**src/rtl/cpu_io_pkg.sv**
```systemverilog
// Shared definitions for the CPU output UART: serializer state encoding,
// frame-size constants and the default bit period (50 MHz / 115200 baud).
// Build macro CPU_OUTPUT_UART_PARITY_EN adds an even-parity bit (11-bit frame).
package cpu_io_pkg;

  localparam int DEFAULT_CLKS_PER_BIT = 434;
  localparam int DATA_BITS            = 8;

`ifdef CPU_OUTPUT_UART_PARITY_EN
  // start + 8 data + parity + stop
  localparam int FRAME_BITS = 11;

  typedef enum logic [2:0] {
    ST_IDLE,
    ST_START,
    ST_DATA,
    ST_PARITY,
    ST_STOP
  } tx_state_e;
`else
  // start + 8 data + stop
  localparam int FRAME_BITS = 10;

  typedef enum logic [1:0] {
    ST_IDLE,
    ST_START,
    ST_DATA,
    ST_STOP
  } tx_state_e;
`endif

endpackage

```
**src/rtl/uart_tx_serializer.sv**
```systemverilog
// Purpose: UART frame serializer (start, 8 data LSB first, [even parity], stop).
// Latency: byte loaded at edge n drives the start bit on tx_o from edge n+1.
// Backpressure: ready_o high in IDLE and in the last stop-bit cycle; load_i is
//   only honoured while ready_o is high, so back-to-back frames have no gap.
// Ports: clk, rst_n (sync, active-low), load_i/data_i/ready_o handshake,
//   tx_o serial line (idle high), busy_o high for the whole frame on tx_o.
// Build macro CPU_OUTPUT_UART_PARITY_EN adds the PARITY state.
module uart_tx_serializer
  import cpu_io_pkg::*;
#(
  parameter int CLKS_PER_BIT = DEFAULT_CLKS_PER_BIT
) (
  input  logic                 clk,
  input  logic                 rst_n,
  input  logic                 load_i,
  input  logic [DATA_BITS-1:0] data_i,
  output logic                 ready_o,
  output logic                 tx_o,
  output logic                 busy_o
);

  localparam int              BIT_W         = $clog2(FRAME_BITS);
  localparam logic [15:0]     BAUD_LAST     = 16'(CLKS_PER_BIT - 1);
  // bit_q tracks the position within the frame: 0 = start, 1..8 = data.
  localparam logic [BIT_W-1:0] LAST_DATA_POS = BIT_W'(DATA_BITS);
  localparam logic [BIT_W-1:0] BIT_ONE       = BIT_W'(1);

  tx_state_e            state_q, state_d;
  logic [15:0]          baud_q, baud_d;
  logic [BIT_W-1:0]     bit_q, bit_d;
  logic [DATA_BITS-1:0] shreg_q, shreg_d;
  logic                 tx_q, tx_d;
  logic                 busy_q;
  logic                 bit_done;
`ifdef CPU_OUTPUT_UART_PARITY_EN
  logic                 par_q, par_d;
`endif

  assign bit_done = (baud_q == BAUD_LAST);

  always_comb begin
    state_d = state_q;
    baud_d  = baud_q + 16'd1;
    bit_d   = bit_q;
    shreg_d = shreg_q;
    tx_d    = 1'b1;
    ready_o = 1'b0;
`ifdef CPU_OUTPUT_UART_PARITY_EN
    par_d   = par_q;
`endif
    case (state_q)
      ST_IDLE: begin
        baud_d  = '0;
        ready_o = 1'b1;
        if (load_i) begin
          state_d = ST_START;
          bit_d   = '0;
          shreg_d = data_i;
`ifdef CPU_OUTPUT_UART_PARITY_EN
          par_d   = ^data_i;
`endif
        end
      end
      ST_START: begin
        tx_d = 1'b0;
        if (bit_done) begin
          state_d = ST_DATA;
          baud_d  = '0;
          bit_d   = bit_q + BIT_ONE;
        end
      end
      ST_DATA: begin
        tx_d = shreg_q[0];
        if (bit_done) begin
          baud_d  = '0;
          bit_d   = bit_q + BIT_ONE;
          shreg_d = shreg_q >> 1;
          if (bit_q == LAST_DATA_POS) begin
`ifdef CPU_OUTPUT_UART_PARITY_EN
            state_d = ST_PARITY;
`else
            state_d = ST_STOP;
`endif
          end
        end
      end
`ifdef CPU_OUTPUT_UART_PARITY_EN
      ST_PARITY: begin
        tx_d = par_q;
        if (bit_done) begin
          state_d = ST_STOP;
          baud_d  = '0;
          bit_d   = bit_q + BIT_ONE;
        end
      end
`endif
      ST_STOP: begin
        tx_d = 1'b1;
        if (bit_done) begin
          // Last stop-bit cycle: take the next byte straight into START.
          baud_d  = '0;
          bit_d   = '0;
          ready_o = 1'b1;
          if (load_i) begin
            state_d = ST_START;
            shreg_d = data_i;
`ifdef CPU_OUTPUT_UART_PARITY_EN
            par_d   = ^data_i;
`endif
          end else begin
            state_d = ST_IDLE;
          end
        end
      end
      default: begin
        state_d = ST_IDLE;
        baud_d  = '0;
        bit_d   = '0;
      end
    endcase
  end

  // tx and busy are registered, so both lag the state by one cycle and stay
  // aligned with each other.
  always_ff @(posedge clk) begin
    if (!rst_n) begin
      state_q <= ST_IDLE;
      baud_q  <= '0;
      bit_q   <= '0;
      shreg_q <= '0;
      tx_q    <= 1'b1;
      busy_q  <= 1'b0;
`ifdef CPU_OUTPUT_UART_PARITY_EN
      par_q   <= 1'b0;
`endif
    end else begin
      state_q <= state_d;
      baud_q  <= baud_d;
      bit_q   <= bit_d;
      shreg_q <= shreg_d;
      tx_q    <= tx_d;
      busy_q  <= (state_q != ST_IDLE);
`ifdef CPU_OUTPUT_UART_PARITY_EN
      par_q   <= par_d;
`endif
    end
  end

  assign tx_o   = tx_q;
  assign busy_o = busy_q;

endmodule

```
**src/rtl/cpu_output_uart.sv**
```systemverilog
// Purpose: CPU output port to UART bridge: byte FIFO, sticky overflow, serializer.
// Latency: strobe at edge k into an empty idle block drives tx low from edge k+2.
// Backpressure: none toward the CPU; a strobe into a full FIFO with no pop on
//   the same edge is dropped and sets the sticky overflow flag.
// Ports: clk, rst_n (sync, active-low), data_out/data_out_en strobe,
//   overflow_clr; outputs tx (idle high), fifo_level, overflow, busy.
// Build macro CPU_OUTPUT_UART_PARITY_EN selects the 11-bit even-parity frame.
module cpu_output_uart
  import cpu_io_pkg::*;
#(
  parameter int CLKS_PER_BIT    = DEFAULT_CLKS_PER_BIT,
  parameter int FIFO_DEPTH_LOG2 = 4
) (
  input  logic                     clk,
  input  logic                     rst_n,
  input  logic [7:0]               data_out,
  input  logic                     data_out_en,
  input  logic                     overflow_clr,
  output logic                     tx,
  output logic [FIFO_DEPTH_LOG2:0] fifo_level,
  output logic                     overflow,
  output logic                     busy
);

  localparam int                         DEPTH    = 1 << FIFO_DEPTH_LOG2;
  localparam int                         LVL_W    = FIFO_DEPTH_LOG2 + 1;
  localparam logic [LVL_W-1:0]           LVL_FULL = LVL_W'(DEPTH);
  localparam logic [LVL_W-1:0]           LVL_ONE  = LVL_W'(1);
  localparam logic [FIFO_DEPTH_LOG2-1:0] PTR_ONE  = FIFO_DEPTH_LOG2'(1);

  logic [7:0]                 mem_q [DEPTH];
  logic [FIFO_DEPTH_LOG2-1:0] wr_ptr_q, wr_ptr_d;
  logic [FIFO_DEPTH_LOG2-1:0] rd_ptr_q, rd_ptr_d;
  logic [LVL_W-1:0]           level_q, level_d;
  logic                       ovf_q, ovf_d;
  logic                       empty, full, push, pop, drop, ser_rdy;

  assign empty = (level_q == '0);
  assign full  = (level_q == LVL_FULL);
  assign pop   = ser_rdy & ~empty;
  // A pop on the same edge frees a slot, so a full FIFO can still accept.
  assign push  = data_out_en & (~full | pop);
  assign drop  = data_out_en & full & ~pop;

  always_comb begin
    wr_ptr_d = push ? wr_ptr_q + PTR_ONE : wr_ptr_q;
    rd_ptr_d = pop  ? rd_ptr_q + PTR_ONE : rd_ptr_q;
    level_d  = level_q;
    case ({push, pop})
      2'b10:   level_d = level_q + LVL_ONE;
      2'b01:   level_d = level_q - LVL_ONE;
      default: level_d = level_q;
    endcase
    // Set wins over a coincident clear.
    ovf_d = drop | (ovf_q & ~overflow_clr);
  end

  always_ff @(posedge clk) begin
    if (!rst_n) begin
      wr_ptr_q <= '0;
      rd_ptr_q <= '0;
      level_q  <= '0;
      ovf_q    <= 1'b0;
    end else begin
      wr_ptr_q <= wr_ptr_d;
      rd_ptr_q <= rd_ptr_d;
      level_q  <= level_d;
      ovf_q    <= ovf_d;
    end
  end

  // Storage needs no reset; the pointers define what is valid.
  always_ff @(posedge clk) begin
    if (rst_n && push) begin
      mem_q[wr_ptr_q] <= data_out;
    end
  end

  uart_tx_serializer #(
    .CLKS_PER_BIT(CLKS_PER_BIT)
  ) u_ser (
    .clk    (clk),
    .rst_n  (rst_n),
    .load_i (pop),
    .data_i (mem_q[rd_ptr_q]),
    .ready_o(ser_rdy),
    .tx_o   (tx),
    .busy_o (busy)
  );

  assign fifo_level = level_q;
  assign overflow   = ovf_q;

endmodule

```
**config.mk**
```make
export PLATFORM = sky130hd
export DESIGN_NAME = cpu_output_uart
export DESIGN_NICKNAME = d
export VERILOG_FILES = /design/src/rtl/cpu_io_pkg.sv /design/src/rtl/uart_tx_serializer.sv /design/src/rtl/cpu_output_uart.sv
export SDC_FILE = /design/constraint.sdc
export NUM_CORES = 1
export LEC_CHECK = 0
export ABC_AREA = 1
export CORE_MARGIN = 2
export CORE_UTILIZATION = 61
export DETAILED_ROUTE_END_ITERATION = 6
export GPL_TIMING_DRIVEN = 0
export PLACE_DENSITY = 0.79
export SLEW_MARGIN = 20
export SYNTH_ARGS = -nofsm -noshare
export SYNTH_HDL_FRONTEND = slang
export SYNTH_SLANG_ARGS = --single-unit
```
**constraint.sdc**
```tcl
create_clock -name clk -period 2.9 [get_ports clk]
set_input_delay 0.58 -clock clk [delete_from_list [all_inputs] [get_ports clk]]
set_output_delay 0.58 -clock clk [all_outputs]
set_load 0.1 [all_outputs]
```
==> impl_metrics.yaml, run 1 <==
sta:
  final-max-slew-violation-count: 0
  rsz0062_at_grt: "yes"
  fmax_mhz: 346
  finalCriticalPeriod_ns: 2.89
  hold_viol: 0
  fin_skew_ns: 0.00638
  maxSlewHeadroom: 0.350
  worstMarginPinSlew_ns: 0.973
  finalSetupViolations: 0
  post-route-period-util: 0.996
  tns_ns: 0
routing:
  ant_nets: 0
  dr.first_iter.drc_count: 525
  drtPass1Iterations: 6
  viasPerCell: 6.08
  vias: 5458
  wire_per_inst_um: 19.4
  drc: 0
  wl_mm: 17.4
floorplan:
  core_mm2: 0.0120
  die_y_um: 115
  die_area_mm2: 0.0133
  rows: 40
  die_w_um: 115
  io_pins: 20
  start_util: 0.627
logic_synthesis:
  async_flop_share: 0
  syn_nets: 729
  syn_area_mm2: 0.00753
  synthCells: 700
  yosysWarnings: 0
  ys.flop_type: "edfxtp_1"
  ys_seq_area_frac: 0.643
  synth-edff-count: 128
  synth_cell_type_count: 38
  syn_area_per_cell_um2: 10.8
  ys_ff_latch: 178
grt:
  grt_pass1_wl_mm: 27.5
  grt_antenna_before_repair: 0
  grt_pass1_vias: 5395
  grt_usage: 0.281
  overflow: 0
  grt_max_degree: 17
outcome:
  status: "completed"
worst_setup_path:
  cp_data_arrival_time_ns: 2.94
  required_ns: 2.95
  cp_num_buf_inv: 3
  endpoint_kind: "flip-flop"
  ff2ff_path_depth: 11
  cp_top_family: "simple AND/OR/NAND/NOR gates"
  critPathMaxFanout: 8
  crit_slowest_cell: "nor2_1"
  crit_start: "u_ser.state_q[0]"
  ff2ff_setup_slack_ns: 0.01
  r2r-end: "mem_q[0][5]"
  rr_startpoint: "u_ser.state_q[0]"
  path_depth: 11
  worst_setup_path_start_kind: "flip-flop"
  cpPeakStageDelay_ns: 0.71
  crit_chain: "inv_1 > ha_1 > inv_1 > nand2_1 > inv_1 > nand2_4 > nand2_4 > nand2_4 > nor2_1 > nand2_1 > nor2_1"
  critPathKind: "reg2reg"
  crit_end: "mem_q[0][5]"
clock_network:
  cts_root_buf: "clkbuf_16"
  cts_max_level: 4
  cts_made_buffers: 17
  cts_tree: "built"
  post_cts_buffers: 0
  clockBufferDepth: 2
  clk_pin_slew_ns: 0.06
  clock_latency_ns: 0.43
  cts_resized: 0
  numClockSinks: 178
  cts_hold_buf: 0
final_layout:
  syn2layout_area_growth_pct: 13.2
  multiInputGateArea_mm2: 0.00244
  final_nets: 767
  seq_area_mm2: 0.00485
  layout.cells.most_common_list: "128 x edfxtp_1, 109 x nor2_1, 86 x o21ai_0"
  fillers: 837
  final_util: 0.710
  final_common_cell: "edfxtp_1"
  drive_above_1_share: 0.107
  num_antenna_cells: 0
placed_design:
  io_buffers: 19
  hpwl_mm: 11.7
  gp_congestion: 0.913
power_and_ir_drop:
  leakagePower_nw: 3.03
  total_power_mw: 7.41
  powerDensity_mw_per_mm2: 869
  peakVddDrop_v: 0.000761
worst_hold_path:
  hold_path.class: "reg2reg"
job:
  cap_violations: 0
cells in the mapped netlist, types with 4 or more instances:
master,count,share of area
o21ai_0,86,0.057
o22ai_1,9,0.0075
o221ai_1,23,0.027
nor3_1,9,0.0060
ha_1,17,0.028
inv_1,46,0.023
edfxtp_1,128,0.51
nand4_1,5,0.0042
clkbuf_1,19,0.0095
nand3_2,5,0.0066
o211ai_1,10,0.010
nand2_1,65,0.032
nand3_1,20,0.013
nor2_2,4,0.0033
buf_2,7,0.0046
inv_2,5,0.0025
nand2_4,4,0.0060
dfxtp_1,50,0.13
a21oi_1,36,0.024
nor2_1,117,0.058
nand2_2,6,0.0050
worst min path at each step:
stage                           from                to  depth (start not counted)
detailed placement          overflow          overflow                          2
global route        u_ser.shreg_q[7]  u_ser.shreg_q[7]                          2
finish              u_ser.shreg_q[7]  u_ser.shreg_q[7]                          2
global placement     u_ser.baud_q[0]   u_ser.baud_q[0]                          1
floorplan           u_ser.shreg_q[0]        u_ser.tx_o                          2
CTS                 u_ser.shreg_q[7]  u_ser.shreg_q[7]                          2
power by group:
| part | internal [mW] | switching [mW] |
|---|---|---|
| clock network | 1.26 | 0.914 |
| registers | 2.88 | 0.111 |
| logic | 0.622 | 1.63 |
| total | 4.76 | 2.65 |
worst register-to-register path, cell delays in order, from the launching register on:
cell and delay (ns):
dfxtp_1 0.42, inv_1 0.12, ha_1 0.35, inv_1 0.07, nand2_1 0.06, inv_1 0.19, nand2_4 0.13, nand2_4 0.08
nand2_4 0.06, nor2_1 0.17, nand2_1 0.14, nor2_1 0.71
area by class of cell:
class	instances	share of cell area
timing repair buffer	19	0.0223
clock buffer	21	0.0516
multi-input combinational	440	0.286
tap	147	0.0216
buffer	27	0.0129
sequential	178	0.568
clock inverter	11	0.0133
inverter	55	0.0245
metrics by stage:
stage | setup WS, ns | instance area [µm²] | hold slack [ns] | std cells
floorplan | 0.0266 | 7540 | 0.433 | 700
global placement | -0.194 | 7910 | 0.454 | 866
detailed placement | 0.0243 | 7930 | 0.460 | 866
CTS | 0.0112 | 8480 | 0.471 | 898
global route | -0.206 | 8530 | 0.486 | 898
finish | 0.0111 | 8530 | 0.469 | 898
layer usage:
metal | global-route usage | up-vias | routed length (µm)
li1 | - | 2557 | -
met1 | 0.346 | 2607 | 6920
met2 | 0.481 | 247 | 8800
met3 | 0.0606 | 47 | 1150
met4 | 0.124 | 0 | 526
met5 | 0 | - | 0
flip-flops by register name (all words and copies together) (netlist names), named ones only:
name           count
mem_q            128
u_ser.baud_q      16
u_ser.shreg_q      8
fifo_level         5
rd_ptr_q           4
u_ser.bit_q        4
wr_ptr_q           4
u_ser.state_q      2
overflow           1
u_ser.busy_o       1
u_ser.tx_o         1
cells by family after synthesis:
logic type | synth area share
AO/OA/AOI/OAI | 0.134
XOR/XNOR | 0.00349
adder cells (fa/ha/maj) | 0.0282
buffers and inverters | 0.0423
flip-flops | 0.643
AND/OR/NAND/NOR | 0.149
Note: power is estimated with default switching activity, not from simulation.
==> run 2: changes to the inputs <==
- CORE_UTILIZATION: 61 -> 38
- PLACE_DENSITY: 0.79 -> not set
==> impl_metrics.yaml, run 2 (synthesis gave the netlist of run 1 again) <==
final_layout:
  fillers: 1825
  largest_reg_flops: 128
  fin_area_mm2: 0.00872
  layout.cells.most_common_list: "128 x edfxtp_1, 109 x nor2_1, 86 x o21ai_0"
  final_nets: 768
  regMostFlops: "mem_q"
  num_antenna_cells: 0
  fin_cells: 1017
  final_common_cell: "edfxtp_1"
  syn2layout_area_growth_pct: 15.8
  top_regs: "mem_q (128), u_ser.baud_q (16), u_ser.shreg_q (8)"
  final_util: 0.448
  drive_above_1_share: 0.109
sta:
  fmax_mhz: 345
  maxSlewHeadroom: 0.353
  fin_ws_ns: -0.000581
  worstMarginPinSlew_ns: 0.968
  rsz0062_at_grt: "yes"
  tns_ns: -0.000581
  finalSetupViolations: 1
  fin_skew_ns: 0.00939
  hold_viol: 0
  final-max-slew-violation-count: 0
  post-route-period-util: 1.00
  finalCriticalPeriod_ns: 2.90
power_and_ir_drop:
  peakVddDrop_v: 0.000662
  powerDensity_mw_per_mm2: 862
  leakagePower_nw: 3.05
worst_setup_path:
  ff2ff_setup_slack_ns: -0.0006
  r2r-end: "mem_q[10][1]"
  rr_startpoint: "u_ser.state_q[0]"
  worst_setup_path_start_kind: "flip-flop"
  critPathMaxFanout: 8
  cpPeakStageDelay_ns: 0.70
  required_ns: 2.95
  cp_data_arrival_time_ns: 2.95
  ff2ff_path_depth: 11
  crit_chain: "inv_1 > ha_1 > inv_1 > nand2_1 > inv_1 > nand2_4 > nand2_4 > nand2_4 > nor2_1 > nand2_1 > nor2_1"
  endpoint_kind: "flip-flop"
  crit_slowest_cell: "nor2_1"
  critPathKind: "reg2reg"
clock_network:
  cts_hold_buf: 0
  cts_made_buffers: 17
  cts_max_level: 4
  cts_tree: "built"
  numClockSinks: 178
  clockBufferDepth: 2
  cts_root_buf: "clkbuf_16"
  clk_pin_slew_ns: 0.07
  clock_latency_ns: 0.43
floorplan:
  die_w_um: 145
  die_area_mm2: 0.0210
  rows: 51
  start_util: 0.387
  die_y_um: 145
  core_mm2: 0.0195
  io_pins: 20
grt:
  grt_usage: 0.178
  grt_antenna_before_repair: 0
  overflow: 0
  grt_max_degree: 17
  grt_pass1_wl_mm: 27.6
  grt_pass1_vias: 4982
placed_design:
  hpwl_mm: 11.8
  gp_congestion: 0.867
  post-place-ws_ns: -0.0360
  placed_cell_area_mm2: 0.00809
  placedCellCount: 985
  io_buffers: 19
routing:
  vias: 5289
  viasPerCell: 5.20
  drtPass1Iterations: 5
  dr.first_iter.drc_count: 464
  ant_nets: 0
  wl_mm: 17.6
  drc: 0
  wire_per_inst_um: 17.3
worst_hold_path:
  min_to: "u_ser.tx_o"
  min_path_cells: 2
  hold_path.class: "reg2reg"
  holdCritStartpoint: "u_ser.shreg_q[0]"
job:
  cap_violations: 0
outcome:
  status: "finished, violations left"
  violations: "negative setup slack"
==> run 2: cell types whose count changed in the layout (fill, tap and decap cells not counted) <==
cell and change:
inv_6 +2, clkinv_1 +1, buf_4 +1, clkbuf_1 -2, bufinv_16 +1, clkinv_2 -3, clkinv_4 +1
==> run 2: power breakdown <==
group | internal (mW) | switching [mW] | leakage [nW]
Sequential | 2.88 | 0.112 | 1.56
Clock | 1.36 | 0.956 | 0.285
Combinational | 0.620 | 1.60 | 1.20
==> run 2: timing repair <==
item,in CTS,in global routing
setup endpoints to repair,40,92
setup buffers,0,0
hold endpoints to repair,0,0
resized for setup,4,8
pin swaps,0,0
==> run 2: worst max-delay path: cells and delay by family (launching register included) <==
family | cells | cell delay (ns)
adder cells (fa/ha/maj) | 1 | 0.36
flip-flops | 1 | 0.44
AND/OR/NAND/NOR | 7 | 1.35
buffers and inverters | 3 | 0.37
==> run 2: layout make-up <==
cell class                 count  area, µm²  area share
sequential                   178       4850       0.556
multi-input combinational    440       2440       0.279
inverter                      55        209      0.0240
timing repair buffer          20        198      0.0227
tap                          265        332      0.0380
buffer                        27        110      0.0126
clock inverter                13        159      0.0182
clock buffer                  19        433      0.0496
==> run 2: routing by layer <==
layer | routed length (µm) | up-vias | share of wire | GRT usage
met5 | 0 | - | 0 | 0
met4 | 403 | 0 | 0.023 | 0.0613
met1 | 7890 | 2542 | 0.45 | 0.237
met3 | 893 | 28 | 0.051 | 0.0438
met2 | 8400 | 154 | 0.48 | 0.286
li1 | - | 2565 | - | -
==> run 2: how the worst max path moves through the flow <==
stage                     slack (ns)             start      endpoint  cells after the start
after floorplan                 0.03     fifo_level[4]   mem_q[3][0]                     10
after detailed placement       -0.04  u_ser.state_q[0]   mem_q[5][6]                     11
final                        -0.0006  u_ser.state_q[0]  mem_q[10][1]                     11
after CTS                      -0.03  u_ser.state_q[0]  mem_q[10][1]                     11
after global routing           -0.20  u_ser.state_q[0]  mem_q[14][4]                     11
after global placement         -0.34             rst_n  mem_q[15][5]                      4
==> run 2: stage by stage <==
step / total power [mW] / hold WS, ns
final: 7.52 / 0.466
after global placement: 5.24 / 0.456
after global routing: 7.93 / 0.507
after detailed placement: 5.25 / 0.464
after CTS: 7.55 / 0.474
after floorplan: 4.62 / 0.433
